<file path="src/rtl/vga_pkg.sv">
// Shared types, latency arithmetic and elaboration helpers for the VGA
// layer compositor pixel path.
package vga_pkg;

  localparam int COORD_W             = 12;
  localparam int PIPE_OVERHEAD       = 2;   // address register + output register
  localparam int DEFAULT_MEM_LATENCY = 1;
  localparam int DEFAULT_PIXEL_WIDTH = 18;

  // Total cycles from raw timing inputs to registered outputs.
  function automatic int latency_of(input int mem_latency);
    return mem_latency + PIPE_OVERHEAD;
  endfunction

  localparam int LATENCY = latency_of(DEFAULT_MEM_LATENCY);

  typedef logic [DEFAULT_PIXEL_WIDTH-1:0] rgb_t;
  typedef logic [COORD_W-1:0]             coord_t;

  // Ceiling log2, used to check that the address splits into row/column fields.
  function automatic int clog2(input int value);
    int r;
    r = 0;
    for (int i = 0; i < 31; i++) begin
      if ((1 << i) < value) r = i + 1;
    end
    return r;
  endfunction

endpackage

</file>
<file path="src/rtl/vga_delay_line.sv">
// Synchronous-reset shift register used to latency-match timing, image
// flags and overlay bits. DEPTH of zero is a plain wire.
module vga_delay_line #(
  parameter int WIDTH = 1,
  parameter int DEPTH = 1
) (
  input  logic             clk,
  input  logic             reset,
  input  logic [WIDTH-1:0] din,
  output logic [WIDTH-1:0] dout
);

  if (DEPTH == 0) begin : g_pass
    assign dout = din;
  end else begin : g_pipe
    logic [WIDTH-1:0] pipe_q [DEPTH];
    logic [WIDTH-1:0] pipe_d [DEPTH];

    // Next-state: every stage takes the one before it, stage 0 takes din.
    always_comb begin
      pipe_d[0] = din;
      for (int i = 1; i < DEPTH; i++) pipe_d[i] = pipe_q[i-1];
    end

    // Shift on every clock; reset flushes every stage to zero.
    always_ff @(posedge clk) begin
      if (reset) begin
        for (int i = 0; i < DEPTH; i++) pipe_q[i] <= '0;
      end else begin
        pipe_q <= pipe_d;
      end
    end

    assign dout = pipe_q[DEPTH-1];
  end

endmodule

</file>
<file path="src/rtl/vga_layer_compositor.sv">
// Pixel path: scaled/offset framebuffer image with border fill, then
// priority-ordered 1-bit overlays, all outputs aligned to one latency.
// Framebuffer contract: fb_read_addr/fb_read_en are registered; the word for
// a strobed address is sampled exactly MEM_LATENCY cycles later, no stalls.
module vga_layer_compositor
  import vga_pkg::*;
#(
  parameter int PIXEL_WIDTH  = 18,
  parameter int IMG_W_BITS   = 8,
  parameter int IMG_HEIGHT   = 192,
  parameter int ADDR_WIDTH   = 16,
  parameter int MEM_LATENCY  = 1,
  parameter int NUM_OVERLAYS = 2,
  parameter int OVERLAY_LAT  = 1
) (
  input  logic                                clk_pixel,
  input  logic                                reset,
  input  logic [11:0]                         vga_x,
  input  logic [11:0]                         vga_y,
  input  logic                                video_active,
  input  logic                                vga_hsync,
  input  logic                                vga_vsync,
  input  logic [1:0]                          cfg_scale_shift,
  input  logic [11:0]                         cfg_offset_x,
  input  logic [11:0]                         cfg_offset_y,
  input  logic [PIXEL_WIDTH-1:0]              cfg_border_color,
  input  logic [NUM_OVERLAYS-1:0]             cfg_overlay_en,
  input  logic [NUM_OVERLAYS-1:0]             overlay_set,
  input  logic [NUM_OVERLAYS*PIXEL_WIDTH-1:0] overlay_color,
  output logic                                fb_read_en,
  output logic [ADDR_WIDTH-1:0]               fb_read_addr,
  input  logic [PIXEL_WIDTH-1:0]              fb_read_data,
  output logic [PIXEL_WIDTH/3-1:0]            VGA_R,
  output logic [PIXEL_WIDTH/3-1:0]            VGA_G,
  output logic [PIXEL_WIDTH/3-1:0]            VGA_B,
  output logic                                VGA_HSYNC,
  output logic                                VGA_VSYNC,
  output logic                                VGA_ACTIVE
);

  localparam int          CH_W     = PIXEL_WIDTH / 3;
  localparam int          ROW_W    = ADDR_WIDTH - IMG_W_BITS;
  localparam int          LAT      = latency_of(MEM_LATENCY);
  localparam int          OV_DELAY = MEM_LATENCY + 1 - OVERLAY_LAT;
  localparam logic [11:0] IMG_H    = 12'(IMG_HEIGHT);

  if (ADDR_WIDTH != IMG_W_BITS + clog2(IMG_HEIGHT) || (PIXEL_WIDTH % 3) != 0) begin : g_bad_params
    $error("vga_layer_compositor: ADDR_WIDTH or PIXEL_WIDTH inconsistent with image geometry");
  end

  // Shadow configuration, reloaded only at the first pixel of a frame.
  logic [1:0]              scale_q, scale_d;
  coord_t                  off_x_q, off_x_d;
  coord_t                  off_y_q, off_y_d;
  logic [PIXEL_WIDTH-1:0]  border_q, border_d;
  logic [NUM_OVERLAYS-1:0] ov_en_q, ov_en_d;
  logic                    frame_start;

  assign frame_start = (vga_x == 12'd0) && (vga_y == 12'd0);

  // Capture cycle takes the live cfg so pixel (0,0) already sees the new frame setup.
  always_comb begin
    scale_d  = scale_q;
    off_x_d  = off_x_q;
    off_y_d  = off_y_q;
    border_d = border_q;
    ov_en_d  = ov_en_q;
    if (frame_start) begin
      scale_d  = cfg_scale_shift;
      off_x_d  = cfg_offset_x;
      off_y_d  = cfg_offset_y;
      border_d = cfg_border_color;
      ov_en_d  = cfg_overlay_en;
    end
  end

  // Shadow registers; reset loads them straight from the cfg inputs.
  always_ff @(posedge clk_pixel) begin
    if (reset) begin
      scale_q  <= cfg_scale_shift;
      off_x_q  <= cfg_offset_x;
      off_y_q  <= cfg_offset_y;
      border_q <= cfg_border_color;
      ov_en_q  <= cfg_overlay_en;
    end else begin
      scale_q  <= scale_d;
      off_x_q  <= off_x_d;
      off_y_q  <= off_y_d;
      border_q <= border_d;
      ov_en_q  <= ov_en_d;
    end
  end

  // Stage A: image-relative coordinates, bounds test and framebuffer address.
  logic signed [12:0]    rel_x, rel_y;
  logic [11:0]           src_x, src_y;
  logic                  in_image;
  logic                  fb_read_en_q, fb_read_en_d;
  logic [ADDR_WIDTH-1:0] fb_read_addr_q, fb_read_addr_d;

  // Negative relative coordinates are rejected via the sign bit, never wrapped.
  always_comb begin
    rel_x          = $signed({1'b0, vga_x}) - $signed({1'b0, off_x_d});
    rel_y          = $signed({1'b0, vga_y}) - $signed({1'b0, off_y_d});
    src_x          = rel_x[11:0] >> scale_d;
    src_y          = rel_y[11:0] >> scale_d;
    in_image       = !rel_x[12] && !rel_y[12] &&
                     ((src_x >> IMG_W_BITS) == 12'd0) && (src_y < IMG_H);
    fb_read_en_d   = video_active && in_image;
    fb_read_addr_d = fb_read_en_d ? {src_y[ROW_W-1:0], src_x[IMG_W_BITS-1:0]}
                                  : fb_read_addr_q;
  end

  // Address register holds its last value between strobes.
  always_ff @(posedge clk_pixel) begin
    if (reset) begin
      fb_read_en_q   <= 1'b0;
      fb_read_addr_q <= '0;
    end else begin
      fb_read_en_q   <= fb_read_en_d;
      fb_read_addr_q <= fb_read_addr_d;
    end
  end

  assign fb_read_en   = fb_read_en_q;
  assign fb_read_addr = fb_read_addr_q;

  // Alignment lines: flags meet fb_read_data, timing meets the RGB register output.
  logic [1:0]              img_act_al;
  logic [2:0]              sync_al;
  logic [NUM_OVERLAYS-1:0] ov_set_al;

  vga_delay_line #(.WIDTH(2), .DEPTH(MEM_LATENCY + 1)) u_img_dly (
    .clk(clk_pixel), .reset(reset), .din({in_image, video_active}), .dout(img_act_al)
  );

  vga_delay_line #(.WIDTH(3), .DEPTH(LAT)) u_sync_dly (
    .clk(clk_pixel), .reset(reset), .din({video_active, vga_hsync, vga_vsync}), .dout(sync_al)
  );

  vga_delay_line #(.WIDTH(NUM_OVERLAYS), .DEPTH(OV_DELAY)) u_ov_dly (
    .clk(clk_pixel), .reset(reset), .din(overlay_set), .dout(ov_set_al)
  );

  // Output stage: blank, else lowest enabled+set overlay, else image, else border.
  logic [PIXEL_WIDTH-1:0] rgb_q, rgb_d;

  // Overlay loop runs high-to-low so the lowest index is the last writer and wins.
  always_comb begin
    rgb_d = '0;
    if (img_act_al[0]) begin
      rgb_d = img_act_al[1] ? fb_read_data : border_q;
      for (int i = NUM_OVERLAYS - 1; i >= 0; i--) begin
        if (ov_en_q[i] && ov_set_al[i]) rgb_d = overlay_color[i*PIXEL_WIDTH +: PIXEL_WIDTH];
      end
    end
  end

  // Registered colour output.
  always_ff @(posedge clk_pixel) begin
    if (reset) rgb_q <= '0;
    else       rgb_q <= rgb_d;
  end

  assign VGA_R      = rgb_q[PIXEL_WIDTH-1 -: CH_W];
  assign VGA_G      = rgb_q[PIXEL_WIDTH-CH_W-1 -: CH_W];
  assign VGA_B      = rgb_q[CH_W-1:0];
  assign VGA_ACTIVE = sync_al[2];
  assign VGA_HSYNC  = sync_al[1];
  assign VGA_VSYNC  = sync_al[0];

endmodule

</file>
<file path="config.mk">
export PLATFORM = sky130hd
export DESIGN_NAME = vga_layer_compositor
export DESIGN_NICKNAME = d
export VERILOG_FILES = /design/src/rtl/vga_pkg.sv /design/src/rtl/vga_delay_line.sv /design/src/rtl/vga_layer_compositor.sv
export SDC_FILE = /design/constraint.sdc
export NUM_CORES = 1
export LEC_CHECK = 0
export ABC_AREA = 1
export BUFFER_PORTS_ARGS = -buffer_cell sky130_fd_sc_hd__clkbuf_2
export CORE_MARGIN = 3
export CORE_UTILIZATION = 48
export DETAILED_ROUTE_END_ITERATION = 7
export PLACE_DENSITY = 0.77
export SYNTH_ARGS = -nofsm -noshare
export SYNTH_HDL_FRONTEND = slang
export SYNTH_SLANG_ARGS = --single-unit
</file>
<file path="constraint.sdc">
create_clock -name clk_pixel -period 3.4 [get_ports clk_pixel]
set_input_delay 0.51 -clock clk_pixel [delete_from_list [all_inputs] [get_ports clk_pixel]]
set_output_delay 0.51 -clock clk_pixel [all_outputs]
set_load 0.01 [all_outputs]
</file>
==> results of run 1 <==
## how the worst max path moves through the flow
stage               slack, ns          endpoint  cells past startpoint
floorplan                0.04  fb_read_addr[14]                     23
global placement        -0.28   fb_read_addr[1]                     25
detailed placement      -0.34   fb_read_addr[8]                     23
CTS                      0.03   fb_read_addr[8]                     25
global route            -0.20   fb_read_addr[2]                     21
finish                   0.03   fb_read_addr[2]                     21
## report_power, final
part | internal, mW | total (mW) | switching, mW
registers | 1.20 | 1.22 | 0.0191
logic | 0.442 | 1.03 | 0.590
clock network | 0.573 | 1.04 | 0.462
## cells in the mapped netlist
library cell	number
nor2_1	65
o21ai_2	1
clkinv_1	3
xnor2_1	1
inv_1	111
nand2_1	241
nand3_2	6
nor2_8	1
nand3_4	1
o21bai_1	2
clkbuf_1	23
mux2i_1	1
nand4_1	25
nor2_4	4
buf_2	6
fa_1	2
buf_4	3
or2_2	3
dfxtp_1	74
nor2_2	7
xor2_1	9
o21a_1	2
nand3b_1	1
nand2_2	16
buf_1	2
o21ai_0	77
nand2_4	4
a21o_1	1
buf_6	2
inv_2	9
nand3_1	59
ha_1	16
a21boi_1	1
o211ai_1	21
nand4_2	1
o21ai_1	6
a21oi_1	25
a31oi_1	20
edfxtp_1	20
nor3_1	5
xor2_2	1
## critical path, stage by stage
cell      delay (ns)
clkbuf_2        0.10
nor2_2          0.15
nand2_2         0.10
nor2_4          0.12
nand3_4         0.18
buf_12          0.19
o21ai_2         0.19
ha_4            0.26
a21o_1          0.21
a21oi_1         0.20
nor2_1          0.08
nor2_2          0.13
nand4_1         0.11
nand2_1         0.09
nand4_1         0.14
nor2_4          0.19
nand2_2         0.08
nor2_4          0.23
nand3_4         0.15
nor2_1          0.16
nor2_1          0.06
## state kept, by name, indices dropped and copies added, names as in the netlist
name and cells:
u_sync_dly.dout 3, off_x_q 12, fb_read_en 1, scale_q 2
off_y_q 12, ov_en_q 2, u_img_dly.g_pipe.pipe_d 2, u_img_dly.dout 2
rgb_q 18, u_ov_dly.dout 2, border_q 18, fb_read_addr 16
u_sync_dly.g_pipe.pipe_d 4
## stage by stage
stage | util [%] | instance area, um^2 | total power [mW] | TNS, ns
floorplan | - | 5941 | 1.790 | 0
global placement | 63.24 | 7437 | 2.127 | -4.543
detailed placement | 63.24 | 7437 | 2.141 | -5.394
CTS | 66.00 | 7761 | 3.181 | 0
global route | 70.51 | 8292 | 3.472 | -1.645
finish | 70.51 | 8292 | 3.287 | 0
## logic make-up after synthesis
kind of cell               count (synthesis)  synth area share (%)
and+or+nand+nor                          439                 33.60
adders and majority gates                 18                 4.045
muxes                                      1                0.1685
AOI/OAI and AO/OA                        156                 14.77
buffers and inverters                    159                 10.62
xor gates and xnor gates                  11                 1.749
DFF                                       94                 35.05
## timing repair
action | CTS | global route
setup buffers | 0 | 12
pin swaps | 1 | 39
gates resized for setup | 1 | 107
endpoints found under the setup margin | 3 | 17
gates cloned | 1 | 5
## layer usage
layer	share of wire, %	up-vias
met5	0	-
met4	3.6	0
met3	7.2	52
met2	49	257
met1	40	2938
li1	-	3353
## cell type report
class / instances / area (um^2) / area share (%)
Timing Repair Buffer: 261 / 1662 / 20.04
Clock buffer: 11 / 264.0 / 3.184
Clock inverter: 5 / 51.30 / 0.6187
Multi-Input combinational cell: 628 / 3566 / 43.01
Inverter: 123 / 461.7 / 5.568
Tap cell: 164 / 205.2 / 2.475
Sequential cell: 94 / 2082 / 25.11
==> results.json, run 1 <==
{
  "final_common_cell": "nand2_1",
  "cp_max_fo": 8,
  "start_kind": "primary input",
  "netlist_instances": 878,
  "grt_pass1_wl_mm": 26.73,
  "cts_tree": "done",
  "setup_slack_ns": 0.03081,
  "leakage_nw": 4.187,
  "hold_path_class": "in2reg",
  "reg2reg_depth": 17,
  "holdPathStages": 1,
  "timing.fmax_ghz": 0.2968,
  "worstPathArrival_ns": 3.63,
  "drt_iter0_drc": 414,
  "routed_wl_mm": 18.26,
  "gp_congestion": 0.9742,
  "end_kind": "register",
  "track_usage_pct": 24.71,
  "crit_start": "vga_x[9]",
  "met1_usage_pct": 27.45,
  "num_vias": 6600,
  "fin_crit_ns": 3.369,
  "grt_max_degree": 37,
  "antenna_cells": 0,
  "area_growth_syn_to_layout_pct": 39.60,
  "min_to": "border_q[17]",
  "synth.distinct_cells": 41,
  "fin_worst_skew_ns": 0.01738,
  "crit_required_ns": 3.66,
  "yosysWarnings": 0,
  "clock-root-buffer": "clkbuf_16",
  "hold_start": "cfg_border_color[17]",
  "die_w_um": 117.2,
  "gr-usage-met3_pct": 5.553,
  "syn_nets": 1027,
  "tightest_slew_ns": 1.050,
  "port_buffers": 168,
  "grt-ovfl-total": 0,
  "run_status": "completed",
  "rows": 39,
  "grt.busiest_layer": "met2",
  "synth_area_leaders": "dfxtp_1 (25%), nand2_1 (15%), edfxtp_1 (10%)",
  "fillers": 971,
  "die_y_um": 117.2,
  "htree_levels": 3,
  "ant_nets": 0,
  "slew-limit-headroom_pct": 29.89,
  "dp_cells": 1253,
  "place_ws_ns": -0.3408,
  "nets": 1266,
  "numCtsBuffers": 9,
  "yosysTopAreaCell": "dfxtp_1",
  "grt_use_met2_pct": 45.21,
  "ir_worst_vdd_v": 0.0002689,
  "setup_violations": 0,
  "route.detailed.drc": 0,
  "ff2ff_setup_slack_ns": 0.72,
  "cap_violations": 0,
  "ys_ff_latch": 94,
  "clkSlewWorstSetupHoldPaths_ns": 0.08,
  "ys_seq_area_share_pct": 35.05,
  "viasPerCell": 5.132,
  "dp_hpwl_mm": 13.39,
  "core_area_mm2": 0.01176,
  "hold_slack_ns": 0.3351,
  "clock-sinks": 94,
  "regToRegStartpoint": "off_y_q[8]",
  "drt-pass1-iter-count": 5,
  "netlist_area_mm2": 0.005939,
  "critPathKind": "in2reg",
  "synth_top_area_share_pct": 24.94,
  "cts_buffer_depth": 2,
  "cts_hold_buffers": 0,
  "start_util_pct": 50.51,
  "antenna_found_initial": 0,
  "powerDensity_mw_per_mm2": 396.4,
  "grt_pass1_vias": 5969,
  "hold_viol": 0,
  "design.die.area_mm2": 0.01374,
  "drive_gt1_share_pct": 35.20,
  "final_cell_mix": "nand2_1 (225), clkbuf_2 (164), inv_1 (105)",
  "finalMaxSlewViolations": 0,
  "post-route-period-util_pct": 99.09,
  "ioPinCount": 169,
  "worstReg2RegEnd": "fb_read_addr[2]",
  "clk_latency_ns": 0.36,
  "syn_avg_cell_area_um2": 6.765,
  "wl_per_cell_um": 14.20,
  "final_cells": 1286
}
(Power assumes the default switching activity.)
==> inputs of run 2 (changes only) <==
- CORE_UTILIZATION: 48 -> 39
- PLACE_DENSITY: 0.77 -> 0.65
==> run 2 against run 1 <==
Compared with the run above:
- count of clock-buffer cells in the layout shrank 2
- sequential share of layout area grew 1.1 points
- register-to-register slack gained 0.08 ns
- sequential cell count is the same
- clock power is essentially flat
- die area grew 22%
- utilization shrank 17 points
- critical path depth grew 4
- cell area shrank 4.4%
- non-clock buffer count shrank 13
- via count shrank 4.3%
- highest routed layer unchanged
- maximum frequency grew 5.8%
==> results.json, run 2 (same netlist as run 1, synthesis figures left out) <==
{
  "antenna_cells": 0,
  "htree_levels": 3,
  "timing.fmax_ghz": 0.3141,
  "fillers": 1463,
  "slowest_stage": "ha_1",
  "intPower_mw": 2.117,
  "comb_power_share_pct": 29.6,
  "end_kind": "register",
  "start_kind": "primary input",
  "num_vias": 6316,
  "dp_cells": 1270,
  "clockPowerShare_pct": 32.2,
  "hold_viol": 0,
  "cp_common_cell": "nand2_1",
  "dp_hpwl_mm": 13.77,
  "antenna_found_initial": 0,
  "clk_latency_ns": 0.35,
  "gp_congestion": 0.8947,
  "drt-pass1-iter-count": 5,
  "rsz0062_at_grt": "yes",
  "switchingPower_mw": 1.071,
  "grt-ovfl-total": 0,
  "cts_buffer_depth": 2,
  "clock-sinks": 94,
  "run_status": "completed",
  "tightest_slew_ns": 1.072,
  "hold_path_class": "in2reg",
  "fin_worst_skew_ns": 0.005906,
  "final_common_cell": "nand2_1",
  "routed_wl_mm": 17.36,
  "ant_nets": 0,
  "numCtsBuffers": 9,
  "start_util_pct": 40.41,
  "grt_pass1_wl_mm": 26.98,
  "cts_hold_buffers": 0,
  "clkSlewWorstSetupHoldPaths_ns": 0.08,
  "cp_max_fo": 9,
  "drive_gt1_share_pct": 31.74,
  "track_usage_pct": 20.26,
  "die_y_um": 129.4,
  "p_sw_share_pct": 33.59,
  "die_w_um": 129.4,
  "slowest_delay_ns": 0.37,
  "place_ws_ns": -0.3182,
  "post-route-util_pct": 53.95,
  "leakage_nw": 4.048,
  "post-route-period-util_pct": 93.63,
  "design.die.area_mm2": 0.01675,
  "final_cells": 1293,
  "seqPwrFrac_pct": 38.2,
  "route.detailed.drc": 0,
  "final_cell_mix": "nand2_1 (229), clkbuf_2 (168), inv_1 (110)",
  "setup_violations": 0,
  "setup_slack_ns": 0.2165,
  "grt_max_degree": 37,
  "finalMaxSlewViolations": 0,
  "area_growth_syn_to_layout_pct": 33.52,
  "clock-root-buffer": "clkbuf_16",
  "grt_pass1_vias": 5684,
  "powerDensity_mw_per_mm2": 402.1,
  "cap_violations": 0,
  "total_power_mw": 3.188,
  "nets": 1253,
  "rows": 44,
  "worstPathArrival_ns": 3.43,
  "slew-limit-headroom_pct": 28.42,
  "cts_tree": "done",
  "wl_per_cell_um": 13.42,
  "crit_required_ns": 3.65,
  "fin_crit_ns": 3.184,
  "critPathKind": "in2reg",
  "setup_tns_ns": 0,
  "ioPinCount": 169,
  "drt_iter0_drc": 294,
  "core_area_mm2": 0.01470,
  "viasPerCell": 4.885,
  "ir_worst_vdd_v": 0.0002537,
  "port_buffers": 168
}
-- run 2: timing repair --
item | 4_1_cts | 5_1_grt
setup buffers | 0 | 4
gates resized for setup | 0 | 45
endpoints found under the setup margin | 0 | 17
-- run 2: metrics by stage --
stage          hold WS (ns)  instance area, um^2
2_1_floorplan        0.3883                 5941
3_3_place_gp         0.3894                 7440
3_5_place_dp         0.3942                 7440
4_1_cts              0.3137                 7740
5_1_grt              0.3137                 7930
6_report             0.3274                 7930
-- run 2: layer usage --
metal	vias up	part of all wire [%]	global-route usage (%)
li1	3315	-	-
met1	2766	44	25.24
met2	215	47	35.61
met3	20	7.7	4.534
met4	0	1.4	4.941
met5	-	0	0
-- run 2: final timing paths --
check / start / to / slack (ns) / depth (start not counted)
worst max-delay path: vga_x[11] / fb_read_addr[12] / 0.22 / 25
worst min register to register: u_img_dly.g_pipe.pipe_d[1] / u_img_dly.dout[1] / 0.40 / 2
worst min-delay path: cfg_border_color[8] / border_q[8] / 0.33 / 1
worst max register to register: off_x_q[8] / fb_read_addr[12] / 0.80 / 18
-- run 2: final cells by class --
cell class	instances	area, um^2	area share (%)
multi-input combinational	628	3377	42.58
sequential	94	2082	26.25
timing repair buffer	248	1479	18.65
inverter	123	461.7	5.822
tap	184	230.2	2.903
clock buffer	9	225.2	2.840
clock inverter	7	75.07	0.9467
-- run 2: power by group through the flow --
stage	logic, mW	clock network, mW	registers (mW)
after floorplan	0.546	0	1.24
after global placement	0.889	0	1.24
after detailed placement	0.892	0	1.24
after CTS	0.898	1.06	1.22
after global routing	1.06	1.10	1.22
final	0.943	1.03	1.22
-- run 2: worst max-delay path: cells and delay by family --
| family | cells | cell delay (ns) |
|---|---|---|
| AOI/OAI and AO/OA | 2 | 0.17 |
| adders and majority gates | 1 | 0.37 |
| buffers and inverters | 4 | 0.46 |
| and+or+nand+nor | 18 | 1.91 |
==> inputs of run 3 (changes only) <==
- BUFFER_PORTS_ARGS: -buffer_cell sky130_fd_sc_hd__clkbuf_2 -> -buffer_cell sky130_fd_sc_hd__buf_2
- PLACE_DENSITY: 0.65 -> default
- SYNTH_HIERARCHICAL: default -> 1
- clock period: 3.4 -> 3.7 ns (I/O delays scaled with it)
==> run 3 against run 2 <==
Compared with the run above:
- setup slack gained 0.12 ns
- critical path type unchanged
- sequential share of layout area grew 2.0 points
- sequential power shrank 7%
- first-iteration DRC count grew 18%
- combinational power shrank 21%
- sequential cell count grew 2
==> results.json, run 3 <==
{
  "hold_viol": 0,
  "core_area_mm2": 0.01481,
  "die_y_um": 130.2,
  "fin_crit_ns": 3.359,
  "timing.fmax_ghz": 0.2977,
  "antenna_cells": 0,
  "post_cts_buffers": 0,
  "fillers": 1535,
  "antenna_found_initial": 0,
  "synth_most_common_cell": "nand2_1",
  "start_util_pct": 40.62,
  "place_area_mm2": 0.007209,
  "worstPathArrival_ns": 3.65,
  "ys_ff_latch": 96,
  "crit_required_ns": 3.99,
  "route.detailed.drc": 0,
  "hold_start": "cfg_border_color[16]",
  "grt-ovfl-total": 0,
  "async_flop_share_pct": 0,
  "start_kind": "primary input",
  "place_ws_ns": -0.08058,
  "leakage_nw": 3.934,
  "cap_violations": 0,
  "num_vias": 6051,
  "drive_gt1_share_pct": 23.50,
  "clk_latency_ns": 0.36,
  "regToRegStartpoint": "off_x_q[0]",
  "syn_nets": 1048,
  "powerDensity_mw_per_mm2": 387.2,
  "rsz0062_at_grt": "no",
  "cts_buffer_depth": 2,
  "clock-sinks": 96,
  "htree_levels": 3,
  "yosysTopAreaCell": "dfxtp_1",
  "port_buffers": 168,
  "multi_input_area_mm2": 0.003189,
  "tightest_slew_ns": 1.100,
  "syn_avg_cell_area_um2": 6.699,
  "seq_area_mm2": 0.002132,
  "yosys-top-cells-count": "nand2_1 (255), inv_1 (139), o21ai_0 (78), dfxtp_1 (75), nor2_1 (68)",
  "routed_wl_mm": 16.35,
  "dp_hpwl_mm": 13.00,
  "clock-root-buffer": "clkbuf_16",
  "slowest_stage": "ha_1",
  "track_usage_pct": 19.64,
  "ir_worst_vdd_v": 0.0002217,
  "ys.flop_type": "dfxtp_1",
  "nets": 1230,
  "cts_tree": "done",
  "drt-pass1-iter-count": 5,
  "drt_iter0_drc": 348,
  "setup_tns_ns": 0,
  "grt_pass1_vias": 5626,
  "area_growth_syn_to_layout_pct": 25.44,
  "reg2reg_depth": 18,
  "design.die.area_mm2": 0.01695,
  "synth_top_area_share_pct": 24.96,
  "fin_worst_skew_ns": 0.007684,
  "ioPinCount": 169,
  "holdPathStages": 1,
  "setup_slack_ns": 0.3406,
  "numCtsBuffers": 9,
  "slowest_delay_ns": 0.39,
  "post-route-period-util_pct": 90.80,
  "synth_area_leaders": "dfxtp_1 (25%), nand2_1 (16%), edfxtp_1 (10%)",
  "total_power_mw": 2.922,
  "min_to": "border_q[16]",
  "gp_congestion": 0.8538,
  "wl_per_cell_um": 12.88,
  "synth-edff-count": 21,
  "ant_nets": 0,
  "run_status": "completed",
  "finalMaxSlewViolations": 0,
  "final_common_cell": "nand2_1",
  "netlist_instances": 898,
  "hold_path_class": "in2reg",
  "cp_common_cell": "nand2_1",
  "grt_max_degree": 50,
  "grt_pass1_wl_mm": 26.55,
  "slew-limit-headroom_pct": 26.58,
  "synth.distinct_cells": 40,
  "worstReg2RegEnd": "fb_read_addr[2]",
  "cp_max_fo": 26,
  "end_kind": "register",
  "ff2ff_setup_slack_ns": 1.05,
  "netlist_area_mm2": 0.006016,
  "die_w_um": 130.2,
  "viasPerCell": 4.768,
  "ys_seq_area_share_pct": 35.44,
  "yosysWarnings": 6,
  "rows": 44,
  "clkSlewWorstSetupHoldPaths_ns": 0.07,
  "setup_violations": 0,
  "final_cell_mix": "nand2_1 (255), buf_2 (168), inv_1 (139)",
  "critPathKind": "in2reg",
  "final_area_mm2": 0.007546
}
[run 3: cell count changes after synthesis, sizes merged, moves of 2 or more]
cell    before  now
inv        120  142
a21oi       25   17
nand2      261  269
nand3       66   60
buf         13    8
nor3         5    8
a31oi       20   18
clkbuf      23   25
mux2i        1    3
nand4       26   28
o21bai       2    4
xor2        10    8
[run 3: through the flow]
stage / utilization, % / hold slack [ns] / std cells
after global placement: 48.68 / 0.3901 / 1253
after global routing: 50.95 / 0.3517 / 1269
final: 50.95 / 0.3689 / 1269
after floorplan: - / 0.3883 / 898
after detailed placement: 48.68 / 0.3958 / 1253
after CTS: 50.89 / 0.3556 / 1269
[run 3: cell type report]
| type | instances | area share, % |
|---|---|---|
| repair buffers | 204 | 14.89 |
| well taps | 184 | 3.051 |
| clock buffers | 10 | 3.034 |
| inverters | 145 | 7.213 |
| flip-flops and latches | 96 | 28.25 |
| multi-input cells | 624 | 42.26 |
| clock inverters | 6 | 1.293 |
[run 3: per-layer routing]
metal	up-vias	part of all wire, %	global-route usage (%)
met2	152	49	34.34
li1	3263	-	-
met3	24	5.4	4.052
met5	-	0	0
met1	2612	44	23.91
met4	0	2.2	6.907
[run 3: timing repair]
action | in CTS | in global routing
resized for setup | 0 | 3
setup endpoints to repair | 0 | 17
endpoints found under the hold margin | 0 | 0
hold buffers | 0 | 0
[run 3: critical path: cells and delay by family]
kind / cells / cell delay, ns
simple gates: 18 / 1.81
fa+ha+maj: 1 / 0.39
compound gates: 2 / 0.25
buf+inv: 5 / 0.61
[run 3: how the worst max path moves through the flow]
stage / from / endpoint / slack [ns] / cells past startpoint
6_report: vga_x[4] / fb_read_addr[2] / 0.34 / 26
5_1_grt: vga_x[3] / fb_read_addr[2] / 0.01 / 26
4_1_cts: vga_x[4] / fb_read_addr[15] / 0.25 / 26
3_5_place_dp: vga_x[4] / fb_read_addr[8] / -0.08 / 26
3_3_place_gp: vga_x[4] / fb_read_addr[8] / -0.06 / 26
2_1_floorplan: vga_y[11] / fb_read_addr[10] / 0.18 / 25
[run 3: power breakdown]
part	internal, mW	switching [mW]	leakage [nW]	total (mW)
sequential	1.13	0.0160	0.822	1.14
clock	0.605	0.431	0.160	1.04
combinational	0.291	0.452	2.95	0.743
[run 3: kinds of logic after synthesis]
family	Yosys count	synth area share [%]
AND/OR/NAND/NOR	444	32.65
adder cells (fa/ha/maj)	19	4.201
buffers and inverters	178	11.71
multiplexers	3	0.4992
AO/OA/AOI/OAI	148	14.04
flip-flops	96	35.44
XOR/XNOR	10	1.456
